### config.mk
export PLATFORM = sky130hd
export DESIGN_NAME = quantum_scheduler
export DESIGN_NICKNAME = d
export VERILOG_FILES = /design/src/rtl/sched_pkg.sv /design/src/rtl/quantum_counter.sv /design/src/rtl/quantum_scheduler.sv
export SDC_FILE = /design/constraint.sdc
export NUM_CORES = 1
export LEC_CHECK = 0
export ABC_AREA = 1
export BUFFER_PORTS_ARGS = -buffer_cell sky130_fd_sc_hd__buf_2
export CELL_PAD_IN_SITES_DETAIL_PLACEMENT = 1
export CELL_PAD_IN_SITES_GLOBAL_PLACEMENT = 2
export CORE_MARGIN = 5
export CORE_UTILIZATION = 25
export DETAILED_ROUTE_END_ITERATION = 8
export PLACE_DENSITY = 0.67
export SLEW_MARGIN = 20
export SYNTH_ARGS = -nofsm -noshare
export SYNTH_HDL_FRONTEND = slang
export SYNTH_SLANG_ARGS = --single-unit
### constraint.sdc
create_clock -name clock -period 2.9 [get_ports clock]
set_clock_uncertainty 0.15 [all_clocks]
set_input_delay 0.145 -clock clock [delete_from_list [all_inputs] [get_ports clock]]
set_output_delay 0.145 -clock clock [all_outputs]
set_load 0.005 [all_outputs]
### src/rtl/sched_pkg.sv
// Shared encodings for the quantum scheduler: FSM states and flagSetValue codes.
package sched_pkg;

    typedef enum logic [1:0] {
        StIdle   = 2'd0,
        StRun    = 2'd1,
        StSwitch = 2'd2
    } sched_state_e;

    localparam logic [1:0] SET_NONE       = 2'd0;
    localparam logic [1:0] SET_QUANTUM_V  = 2'd1;
    localparam logic [1:0] SET_MULTIPROG_V = 2'd2;
    localparam logic [1:0] SET_ADDR_CS_V  = 2'd3;

    localparam int unsigned CS_COUNT_WIDTH = 16;

endpackage

### src/rtl/quantum_counter.sv
// Loadable down-counter for the preemption quantum; load beats decrement beats hold.
module quantum_counter #(
    parameter int unsigned QUANTUM_WIDTH = 16
) (
    input  logic                     clock,
    input  logic                     reset,
    input  logic                     load,
    input  logic [QUANTUM_WIDTH-1:0] load_value,
    input  logic                     decrement,
    output logic [QUANTUM_WIDTH-1:0] count,
    output logic                     expired
);

    logic [QUANTUM_WIDTH-1:0] count_q, count_d;

    always_comb begin
        count_d = count_q;
        if (load) begin
            count_d = load_value;
        end else if (decrement && (count_q != '0)) begin
            count_d = count_q - 1'b1;
        end
    end

    always_ff @(posedge clock or negedge reset) begin
        if (!reset) begin
            count_q <= '0;
        end else begin
            count_q <= count_d;
        end
    end

    // A retire at zero is treated as expiry too, so the FSM can never get stuck in RUN.
    assign expired = decrement && (count_q <= QUANTUM_WIDTH'(1));
    assign count   = count_q;

endmodule

### src/rtl/quantum_scheduler.sv
// Preemption timer and context-switch sequencer. Optional CS_COUNTER_EN adds a
// 16-bit count of entries into SWITCH on output csCount.
module quantum_scheduler
    import sched_pkg::*;
#(
    parameter int unsigned ADDR_WIDTH    = 10,
    parameter int unsigned DATA_WIDTH    = 32,
    parameter int unsigned QUANTUM_WIDTH = 16
) (
    input  logic                  clock,
    input  logic                  reset,
    input  logic                  interruption,
    input  logic [1:0]            flagSetValue,
    input  logic [DATA_WIDTH-1:0] setData,
    input  logic                  flagExecProc,
    input  logic                  flagHALT,
    input  logic                  instrRetire,
    input  logic [ADDR_WIDTH-1:0] pcNext,
    output logic                  flagCS,
    output logic [ADDR_WIDTH-1:0] addrCS,
    output logic [ADDR_WIDTH-1:0] pcSaved,
    output logic                  procDone,
    output logic                  multiprogEn,
    output logic                  running
`ifdef CS_COUNTER_EN
   ,output logic [CS_COUNT_WIDTH-1:0] csCount
`endif
);

    sched_state_e state_q, state_d;

    logic [QUANTUM_WIDTH-1:0] quantum_q;
    logic                     multiprog_q;
    logic [ADDR_WIDTH-1:0]    addr_cs_q;
    logic [ADDR_WIDTH-1:0]    pc_saved_q;
    logic                     proc_done_q;

    logic                     cnt_load;
    logic                     cnt_dec;
    logic                     cnt_expired;
    logic [QUANTUM_WIDTH-1:0] unused_count;
    logic                     capture_pc;
    logic                     halt_taken;
    logic                     unused_set_bits;

    assign unused_set_bits = ^setData;

    // Kept outside the FSM block so the expiry flag does not loop back into it.
    assign cnt_dec = !interruption && (state_q == StRun) && instrRetire && !flagHALT;

    quantum_counter #(
        .QUANTUM_WIDTH(QUANTUM_WIDTH)
    ) u_counter (
        .clock     (clock),
        .reset     (reset),
        .load      (cnt_load),
        .load_value(quantum_q),
        .decrement (cnt_dec),
        .count     (unused_count),
        .expired   (cnt_expired)
    );

    always_comb begin
        state_d    = state_q;
        cnt_load   = 1'b0;
        capture_pc = 1'b0;
        halt_taken = 1'b0;
        if (!interruption) begin
            unique case (state_q)
                StIdle: begin
                    if (flagExecProc && multiprog_q && (quantum_q != '0)) begin
                        state_d  = StRun;
                        cnt_load = 1'b1;
                    end
                end
                StRun: begin
                    if (flagHALT) begin
                        state_d    = StSwitch;
                        capture_pc = 1'b1;
                        halt_taken = 1'b1;
                    end else if (cnt_expired) begin
                        state_d    = StSwitch;
                        capture_pc = 1'b1;
                    end
                end
                StSwitch: state_d = StIdle;
                default:  state_d = StIdle;
            endcase
        end
    end

    always_ff @(posedge clock or negedge reset) begin
        if (!reset) begin
            state_q     <= StIdle;
            pc_saved_q  <= '0;
            proc_done_q <= 1'b0;
        end else begin
            state_q     <= state_d;
            proc_done_q <= halt_taken;
            if (capture_pc) begin
                pc_saved_q <= pcNext;
            end
        end
    end

    always_ff @(posedge clock or negedge reset) begin
        if (!reset) begin
            quantum_q   <= '0;
            multiprog_q <= 1'b0;
            addr_cs_q   <= '0;
        end else if (!interruption) begin
            case (flagSetValue)
                SET_QUANTUM_V:   quantum_q   <= setData[QUANTUM_WIDTH-1:0];
                SET_MULTIPROG_V: multiprog_q <= setData[0];
                SET_ADDR_CS_V:   addr_cs_q   <= setData[ADDR_WIDTH-1:0];
                default: ;
            endcase
        end
    end

`ifdef CS_COUNTER_EN
    logic [CS_COUNT_WIDTH-1:0] cs_count_q;

    always_ff @(posedge clock or negedge reset) begin
        if (!reset) begin
            cs_count_q <= '0;
        end else if ((state_d == StSwitch) && (state_q != StSwitch)) begin
            cs_count_q <= cs_count_q + 1'b1;
        end
    end

    assign csCount = cs_count_q;
`endif

    assign flagCS      = (state_q == StSwitch);
    assign running     = (state_q == StRun);
    assign addrCS      = addr_cs_q;
    assign pcSaved     = pc_saved_q;
    assign procDone    = proc_done_q;
    assign multiprogEn = multiprog_q;

endmodule

==> results of run 1 <==
-- placed cells by master, fill, tap and decap left out, types with 3 or more instances in the layout --
master / count
buf_2: 57
ha_1: 3
clkbuf_16: 5
nor3_2: 3
xnor2_1: 6
nand4_1: 15
inv_2: 4
inv_1: 25
o211ai_2: 5
dfrtp_1: 56
o21ai_0: 21
nand3_1: 32
xor2_1: 3
mux2_2: 5
buf_4: 7
a21oi_1: 3
bufinv_16: 3
dlygate4sd3_1: 26
nor2_2: 4
nor2_1: 37
nand2_1: 94
nand2_2: 14
-- per-stage QoR --
stage          util, %  instance area (sq um)
3_5_place_dp      29.3                   3330
3_3_place_gp      29.3                   3330
4_1_cts           33.5                   3810
5_1_grt           33.5                   3810
2_1_floorplan        -                   2880
6_report          33.5                   3810
-- layer usage --
metal | up-vias | wire length (um)
li1 | 1296 | -
met1 | 1211 | 3760
met2 | 33 | 3740
met3 | 8 | 245
met4 | 0 | 123
met5 | - | 0
-- power by group through the flow --
stage | clock, mW | combinational, mW | sequential, mW
after global routing | 0.926 | 1.27 | 1.27
after global placement | 0 | 1.07 | 1.24
final | 0.872 | 1.10 | 1.23
after detailed placement | 0 | 1.10 | 1.25
after CTS | 0.899 | 1.13 | 1.24
after floorplan | 0 | 0.756 | 1.21
-- worst paths after layout --
kind | start | end | slack (ns) | cells past startpoint
min reg2reg | pcSaved[6] | pcSaved[6] | 0.33 | 2
min | setData[0] | addrCS[0] | 0.03 | 3
max | quantum_q[12] | u_counter.count[11] | 0.98 | 10
max reg2reg | quantum_q[12] | u_counter.count[11] | 0.98 | 10
max in group asynchronous | reset | pcSaved[0] | 1.87 | 3
min in group asynchronous | reset | u_counter.count[10] | 0.10 | 2
-- logic make-up after synthesis --
kind of cell,Yosys count
adder cells (fa/ha/maj),3
flip-flops,56
multiplexers,5
AO/OA/AOI/OAI,33
AND/OR/NAND/NOR,202
XOR/XNOR,9
buffers and inverters,41
-- area by class of cell --
cell class	count	area [sq um]	area share, %
Multi-Input combinational cell	252	1300	34.3
Clock buffer	5	125	3.29
Timing Repair Buffer	90	598	15.7
Sequential cell	56	1400	36.8
Clock inverter	3	90.1	2.37
Inverter	29	109	2.86
Tap cell	143	179	4.70
-- timing repair --
item | 4_1_cts | 5_1_grt
hold buffers | 26 | 0
gates resized for setup | 0 | 0
endpoints found under the setup margin | 0 | 0
hold endpoints to repair | 90 | 0
-- worst min-delay path: stages --
cell and delay [ns]:
buf_2 0.07, inv_1 0.06, o21ai_0 0.15
-- flip-flops by register name, indices dropped and copies added, names as in the netlist --
register,cells
quantum_q,16
multiprogEn,1
u_counter.count,16
pcSaved,10
addrCS,10
procDone,1
state_q,2
==> summary.md, run 1 <==
| Metric | Value |
|---|---|
| Synth Area in XOR/XNOR | 2.74% |
| Vias in the first global route | 2816 |
| Vias | approximately 2.5k |
| Comb pwr share | roughly 34% |
| Core Area | about 11000 sq um |
| Asr flop ratio synth | 100% |
| Count leader, synth | nand2_1 |
| Mux cell area share after synthesis | under 10% |
| Simple-gate area share of the yosys netlist | 31.8% |
| Met2 usage | around 20% |
| Pwr Density | roughly 840 nW/um^2 |
| Antenna viol nets, final | 0 |
| Final Hold Vio Count | 0 |
| Total gr overflow | 0 |
| Largest family of logic cells by synthesized area | simple AND/OR/NAND/NOR gates |
| Max incr delay on CP | about 0.40 ns |
| Fin. max-slew vios | 0 |
| Post-Syn Area per Cell | 8.25 sq um |
| Peak supply drop | roughly 0.26 mV |
| Cells after DPL | 544 |
| Synth unique cells | 25 |
| Final TNS setup | 0 ns |
| Dpl ws | roughly 0.98 ns |
| CP Data Required Time | 2.99 ns |
| GP Congestion | 0.775 |
| WL final | roughly 7.9 mm |
| Post-Synthesis Cells | ~350 |
| Met1 Usage GRT | approximately 16% |
| Port Buffers | 57 |
| Post-Layout Cell Count | 578 |
| Cell row count | 39 |
| Initial antenna violation count | 0 |
| Most common cell on crit path | nand2_1 |
| Filler cells | 1382 |
| Internal | between 2 and 2.5 mW |
| Final Cycle Share | between 60% and 70% |
| Worst path bufs/invs | 1 |
| Layout cells sized above 1 | approximately a quarter |
| # H-tree levels | 2 |
| Slew margin rel. | a little under three fifths |
| 1st-pass router iterations | 4 |
| CP delay by family, top | simple AND/OR/NAND/NOR gates |
| Synth area leaders | dfrtp_1 (49%), nand2_1 (12%), nand3_1 (5.6%) |
| Area Overhead vs Synth | 32.1% |
| Top_reg_cell synth | dfrtp_1 |
| Yosys warnings | 0 |
| Initial Util | 25.3% |
| Tot GR Track Use | between 10% and 20% |
| Flop pwr share | between 30% and 40% |
| Fmax | between 0.5 and 0.6 GHz |
| Die area | between 10000 and 15000 sq um |
| Switching part of the total | a little over a third |
| Flops & latches, synth | 56 |
| Clock Latency Late Sink | approximately 0.30 ns |
| Most used routing layer | met2 |
| Routed length per placed instance | 13.6 um |
| Setup bufs post-CTS | 0 |
| Status | finished, final reports clean |
| Worst Path Class, Setup | register to register |
| Total power | 3.21 mW |
| CTS clk-pin slew, worst paths | roughly 0.070 ns |
| Worst Path Max Fanout | 21 |
| Die width | ~120 um |
| Met3 Use GR | ~2.4% |
| Vias/cell | ~4.4 |
| Yosys top cell area share | 48.7% |
| RSZ-0062 raised after global routing | false |
| Synth Area in Compound Gates | around 7.5% |
| Drt first-iter violations | 80 |
| Crit path capture type | register |
| Setup-failing EPs final | 0 |
| EDFF count, synth | 0 |
| First-pass GRT wire length | between 10 and 15 mm |
| Post-DP HPWL | ~6.0 mm |
| Mapped Nets | between 400 and 500 |
| Final WS setup | 0.977 ns |
| IO Pins | 74 |
| Die Ht | about 120 um |
| Largest net degree at the start of global routing | 27 |
| Nets | approximately 490 |
| CTS Buf Count | 5 |
| Clock sinks | 56 |
| Post-synthesis sequential area ratio | around half |
| CTS tree | done |
| DRC viols | 0 |
| Clk buf depth | 2 |
| Worst min-delay path class | input pin to register |
| Clk root buf | clkbuf_16 |
| Max Cap Viol | 0 |
| Min Tclk post-route | roughly 1.9 ns |
| Sw Pwr | roughly 1.1 mW |
| Commonest cells post-synth | nand2_1 (94), dfrtp_1 (56), nor2_1 (37), nand3_1 (32), inv_1 (25) |
| Cell taking the most area after synthesis | dfrtp_1 |
| Critical Path AT | between 2 and 2.5 ns |
| Critical-path cell list | nor2_1 -> nand2_1 -> nor2_1 -> nand2_1 -> nand3_1 -> buf_4 -> nand2_1 -> nand2_1 -> nand2_1 -> nand2_1 |
| Antenna Cells | 0 |
| Mapped cell area | approximately 2900 sq um |
| Final hold slack | roughly 0.028 ns |
| Adder-cell share of the synthesized area | 1.30% |
| Worst slew pin tran | about 0.65 ns |
| Leakage | roughly 1.9 nW |
| Type of origin of the critical path | register |
| Critical Path Slowest Stage Cell | dfrtp_1 |
| Clock power share | 27.2% |
Power figures use the tool's default switching activity.
==> inputs of run 2 (changes only) <==
PLACE_DENSITY = 0.7   (was 0.67)
clock period = 1.5 ns   (was 2.9 ns; I/O delays follow)
==> summary.md, run 2 (synthesis results as in run 1) <==
| Metric | Value |
|---|---|
| Dpl ws | -0.157 ns |
| Routed length per placed instance | between 15 and 20 um |
| Slew margin rel. | ~69% |
| Critical Path Slowest Stage Cell | dfrtp_1 |
| Hold EP | state_q[1] |
| Failing checks | negative setup slack |
| Tot GR Track Use | ~14% |
| Area Overhead vs Synth | 64.3% |
| Peak supply drop | 0.518 mV |
| Pwr Density | between 1500 and 2000 nW/um^2 |
| Fmax | between 0.5 and 0.6 GHz |
| Antenna viol nets, final | 0 |
| Largest net degree at the start of global routing | 28 |
| CTS tree | done |
| Core Area | roughly 11000 sq um |
| Max Cap Viol | 0 |
| Setup-failing EPs final | 28 |
| First-pass GRT wire length | between 15 and 20 mm |
| Switching part of the total | 38.3% |
| Status | finished, violations left |
| Vias/cell | around 4.5 |
| Critical Path AT | between 1.5 and 2 ns |
| Port Buffers | 57 |
| IO Pins | 74 |
| 1st-pass router iterations | 4 |
| Storage cell area | about 1400 sq um |
| Filler cells | around 1.3k |
| Min Tclk post-route | about 1.7 ns |
| Post-DP HPWL | approximately 6.6 mm |
| Clock power share | roughly 18% |
| Clock Latency Late Sink | between 0.2 and 0.3 ns |
| Initial antenna violation count | 0 |
| # H-tree levels | 2 |
| Worst flop-to-flop path startpoint | state_q[0] |
| WL final | ~10 mm |
| Vias in the first global route | 3150 |
| DRC viols | 0 |
| Total gr overflow | 0 |
| Clock sinks | 56 |
| Flop pwr share | 31.3% |
| Max incr delay on CP | ~0.47 ns |
| Critical-path cell list | nand2_4 -> nor2_4 -> nand2_4 -> nor2_4 -> nand2_8 -> buf_4 -> nand2_1 -> nand2_1 -> a21oi_1 |
| Vias | 2953 |
| Clk buf depth | 2 |
| Antenna Cells | 0 |
| Cell row count | 39 |
| Layout Utilization | approximately two fifths |
| Final Cycle Share | 112% |
| Commonest non-fill, non-tap cells in the layout | nand2_1 (82), buf_4 (67), buf_2 (57), dfrtp_1 (54), dlygate4sd3_1 (30) |
| Die area | roughly 14000 sq um |
| Layout cells sized above 1 | 46.7% |
| Hold-critical path depth | 3 |
| Final Hold Vio Count | 0 |
| Die width | about 120 um |
| Crit path capture type | register |
| Final WS setup | -0.178 ns |
| Fin. max-slew vios | 0 |
| Area of the multi-input gates | approximately 1600 sq um |
| Cells after DPL | about 600 |
| RSZ-0062 raised after global routing | true |
| Total power | about 7.6 mW |
| Commonest non-fill, non-tap cell in the layout | nand2_1 |
| GP Congestion | around 0.81 |
| Type of origin of the critical path | register |
| Hold Crit Start | interruption |
| Comb pwr share | between 50% and 60% |
| Worst R2R Setup Slack | -0.18 ns |
| Leakage | 2.37 nW |
| Nets | between 500 and 600 |
| Internal | ~4.7 mW |
| Drt first-iter violations | between 100 and 150 |
| CTS clk-pin slew, worst paths | around 0.070 ns |
| Worst min-delay path class | input pin to register |
| Initial Util | between 20% and 30% |
| Post-Layout Cell Count | around 650 |
| Worst slew pin tran | around 0.46 ns |
| Final TNS setup | -4.17 ns |
| Die Ht | between 100 and 150 um |
| Worst Reg-to-Reg Cells | 9 |
| Worst Path Max Fanout | 7 |
| Worst Path Class, Setup | register to register |
| Sw Pwr | a little under 3 mW |
| CTS Buf Count | 5 |
| R2r endpoint | u_counter.count[0] |
| Clk root buf | clkbuf_16 |
| CP Data Required Time | between 1.5 and 2 ns |
-- run 2: routing by layer --
metal	share of wire, %	up-vias	global-route usage, %
met1	42	1440	17.3
li1	-	1459	-
met3	1.9	11	1.59
met2	54	43	24.3
met5	0	-	0
met4	1.7	0	3.92
-- run 2: layout make-up --
cell class,count,share of cell area (%)
clock buffer,6,2.72
clock inverter,2,0.740
inverter,29,2.35
multi-input combinational,253,33.9
sequential,56,29.7
tap,143,3.78
timing repair buffer,164,26.9
-- run 2: worst max-delay path by stage --
| stage | start | to | slack, ns |
|---|---|---|---|
| after detailed placement | u_counter.count[10] | u_counter.count[11] | -0.16 |
| after global routing | u_counter.count[6] | pcSaved[2] | -0.28 |
| after CTS | u_counter.count[1] | pcSaved[7] | -0.13 |
| final | state_q[0] | u_counter.count[0] | -0.18 |
| after floorplan | u_counter.count[0] | pcSaved[0] | 0.004 |
| after global placement | u_counter.count[12] | u_counter.count[13] | -0.15 |
-- run 2: power groups by stage --
stage	Clock, mW	Combinational (mW)	Sequential (mW)
2_1_floorplan	0	1.50	2.34
4_1_cts	1.37	3.34	2.30
6_report	1.34	3.87	2.37
3_5_place_dp	0	3.13	2.32
5_1_grt	1.43	4.27	2.43
3_3_place_gp	0	3.05	2.30
-- run 2: metrics by stage --
stage	hold slack, ns	instance area [sq um]
floorplan	-0.371	2900
global placement	-0.103	3840
detailed placement	-0.104	3840
CTS	0.00156	4380
global route	0.0262	4730
finish	0.0218	4730
-- run 2: worst max-delay path: cells and delay by family (launching register included) --
family,cells,cell delay [ns]
and+or+nand+nor,7,0.72
DFF,1,0.47
buffers and inverters,1,0.15
AOI/OAI and AO/OA,1,0.11
-- run 2: what timing repair did --
action | in CTS | in global routing
setup endpoints to repair | 28 | 28
gates resized for setup | 14 | 61
buffers inserted | 3 | 6
hold endpoints to repair | 94 | 0
gates cloned | 1 | 4
hold buffers | 30 | 0
pin swaps | 1 | 23
==> inputs of run 3 (changes only) <==
CELL_PAD_IN_SITES_DETAIL_PLACEMENT = 2   (was 1)
==> summary.md, run 3 (synthesis results as in run 1) <==
| Metric | Value |
|---|---|
| # H-tree levels | 2 |
| Final Cycle Share | 122% |
| Initial antenna violation count | 1 |
| CTS clk-pin slew, worst paths | about 0.080 ns |
| Post-DP HPWL | roughly 7.4 mm |
| Min Tclk post-route | ~1.8 ns |
| RSZ-0062 raised after global routing | true |
| Critical Path Slowest Stage Cell | dfrtp_2 |
| Total gr overflow | 0 |
| Pwr Density | between 1500 and 2000 nW/um^2 |
| IO Pins | between 70 and 80 |
| Clock Latency Late Sink | 0.32 ns |
| DRC viols | 0 |
| Vias/cell | around 4.7 |
| Internal | between 4 and 5 mW |
| Worst min-delay path class | input pin to async pin |
| Worst path bufs/invs | 2 |
| GP Congestion | 0.808 |
| Nets | 558 |
| Switching part of the total | a little over two fifths |
| Post-Layout Cell Count | 650 |
| Storage cell area | roughly 1400 sq um |
| Final Hold Vio Count | 0 |
| Dpl cell area | about 3800 sq um |
| Die area | 13800 sq um |
| Final WS setup | -0.334 ns |
| Vias in the first global route | roughly 3.6k |
| Status | finished, violations left |
| Flop pwr share | a little under a third |
| Worst Path Class, Setup | register to register |
| Filler cells | 1247 |
| Tot GR Track Use | around 18% |
| Critical path startpoint | u_counter.count[2] |
| Leakage | 2.32 nW |
| Max Cap Viol | 0 |
| Drt first-iter violations | 120 |
| Type of origin of the critical path | register |
| Clock sinks | 56 |
| Cell row count | 39 |
| Most common cell on crit path | nand2_1 |
| Initial Util | ~25% |
| Port Buffers | between 50 and 60 |
| Worst slew pin tran | around 0.53 ns |
| Setup-failing EPs final | 29 |
| 1st-pass router iterations | 4 |
| Final TNS setup | -6.86 ns |
| Worst flop-to-flop path startpoint | u_counter.count[2] |
| Layout cells sized above 1 | between 40% and 50% |
| Die Ht | 117 um |
| Critical Path AT | between 1.5 and 2 ns |
| Commonest non-fill, non-tap cells in the layout | nand2_1 (77), buf_4 (65), buf_2 (56), dfrtp_1 (54), dlygate4sd3_1 (30) |
| Die width | between 100 and 150 um |
| CTS Buf Count | 5 |
| WL final | about 13 mm |
| Area of the multi-input gates | 1570 sq um |
| Failing checks | negative setup slack |
| CP Data Required Time | ~1.5 ns |
| Clk buf depth | 2 |
| Fin. max-slew vios | 0 |
| Sw Pwr | about 3.4 mW |
| Cells after DPL | 601 |
| Comb pwr share | approximately 53% |
| Antenna viol nets, final | 0 |
| Critical-path cell list | nor2_4 -> inv_1 -> nor3_4 -> a21oi_4 -> buf_6 -> nand2_1 -> nand2_1 |
| CP delay by family, top | simple AND/OR/NAND/NOR gates |
| Core Area | ~11000 sq um |
| Routed length per placed instance | between 20 and 25 um |
| Commonest non-fill, non-tap cell in the layout | nand2_1 |
| Fmax | about 0.55 GHz |
| Crit path capture type | register |
| First-pass GRT wire length | around 20 mm |
| Finished Cell Area | 4660 sq um |
| CTS tree | done |
| Largest net degree at the start of global routing | 28 |
| Area Overhead vs Synth | 61.6% |
| Worst R2R Setup Slack | -0.33 ns |
| Dpl ws | -0.200 ns |
| Worst Path Max Fanout | 6 |
| Max incr delay on CP | about 0.48 ns |
| Vias | 3054 |
| Slew margin rel. | between 60 and 70% |
| Clk root buf | clkbuf_16 |
| Peak supply drop | 0.842 mV |
| Clock power share | 16.0% |
## run 3: changes by cell type in the layout (fill, tap and decap cells not counted), sizes merged
cell	before	now
inv	29	30
clkbuf	8	5
diode	0	1
bufinv	1	0
buf	132	130
clkinv	1	2
## run 3: worst paths after layout
kind                                      end  cells past startpoint
max in group asynchronous  u_counter.count[4]                      3
setup / recovery                   pcSaved[5]                      7
hold / removal                     pcSaved[7]                      2
setup reg to reg                   pcSaved[5]                      7
hold reg to reg                     addrCS[5]                      2
min in group clock                 state_q[0]                      4
## run 3: repair_timing
item,CTS,global route
endpoints found under the hold margin,95,0
pin swaps,7,11
cloned,3,0
hold buffers,30,0
setup buffers,4,3
setup endpoints to repair,28,30
resized for setup,39,37
## run 3: area by class of cell
type	instances	share of cell area, %
multi-input combinational	253	33.8
sequential	56	30.2
timing repair buffer	160	26.4
tap	143	3.84
clock buffer	5	2.69
inverter	29	2.55
clock inverter	3	0.484
antenna	1	0.0537
## run 3: power groups by stage
stage | combinational (mW) | sequential [mW] | clock, mW
6_report | 4.23 | 2.44 | 1.27
5_1_grt | 4.58 | 2.49 | 1.36
4_1_cts | 3.66 | 2.34 | 1.27
3_5_place_dp | 3.21 | 2.33 | 0
3_3_place_gp | 3.05 | 2.30 | 0
2_1_floorplan | 1.50 | 2.34 | 0
## run 3: per-stage QoR
stage,hold WS (ns),utilization [%],power [mW]
after global placement,-0.103,33.7,5.35
after detailed placement,-0.0959,33.7,5.54
after CTS,0.108,39.5,7.28
after floorplan,-0.371,-,3.84
final,0.110,40.9,7.94
after global routing,0.130,40.9,8.43
## run 3: routing by layer
layer / vias to the layer above / wire [um] / global-route usage (%)
met5: - / 0 / 0
met4: 0 / 324 / 4.79
met3: 19 / 356 / 2.31
met2: 55 / 7230 / 34.8
met1: 1540 / 5520 / 21.5
li1: 1440 / - / -
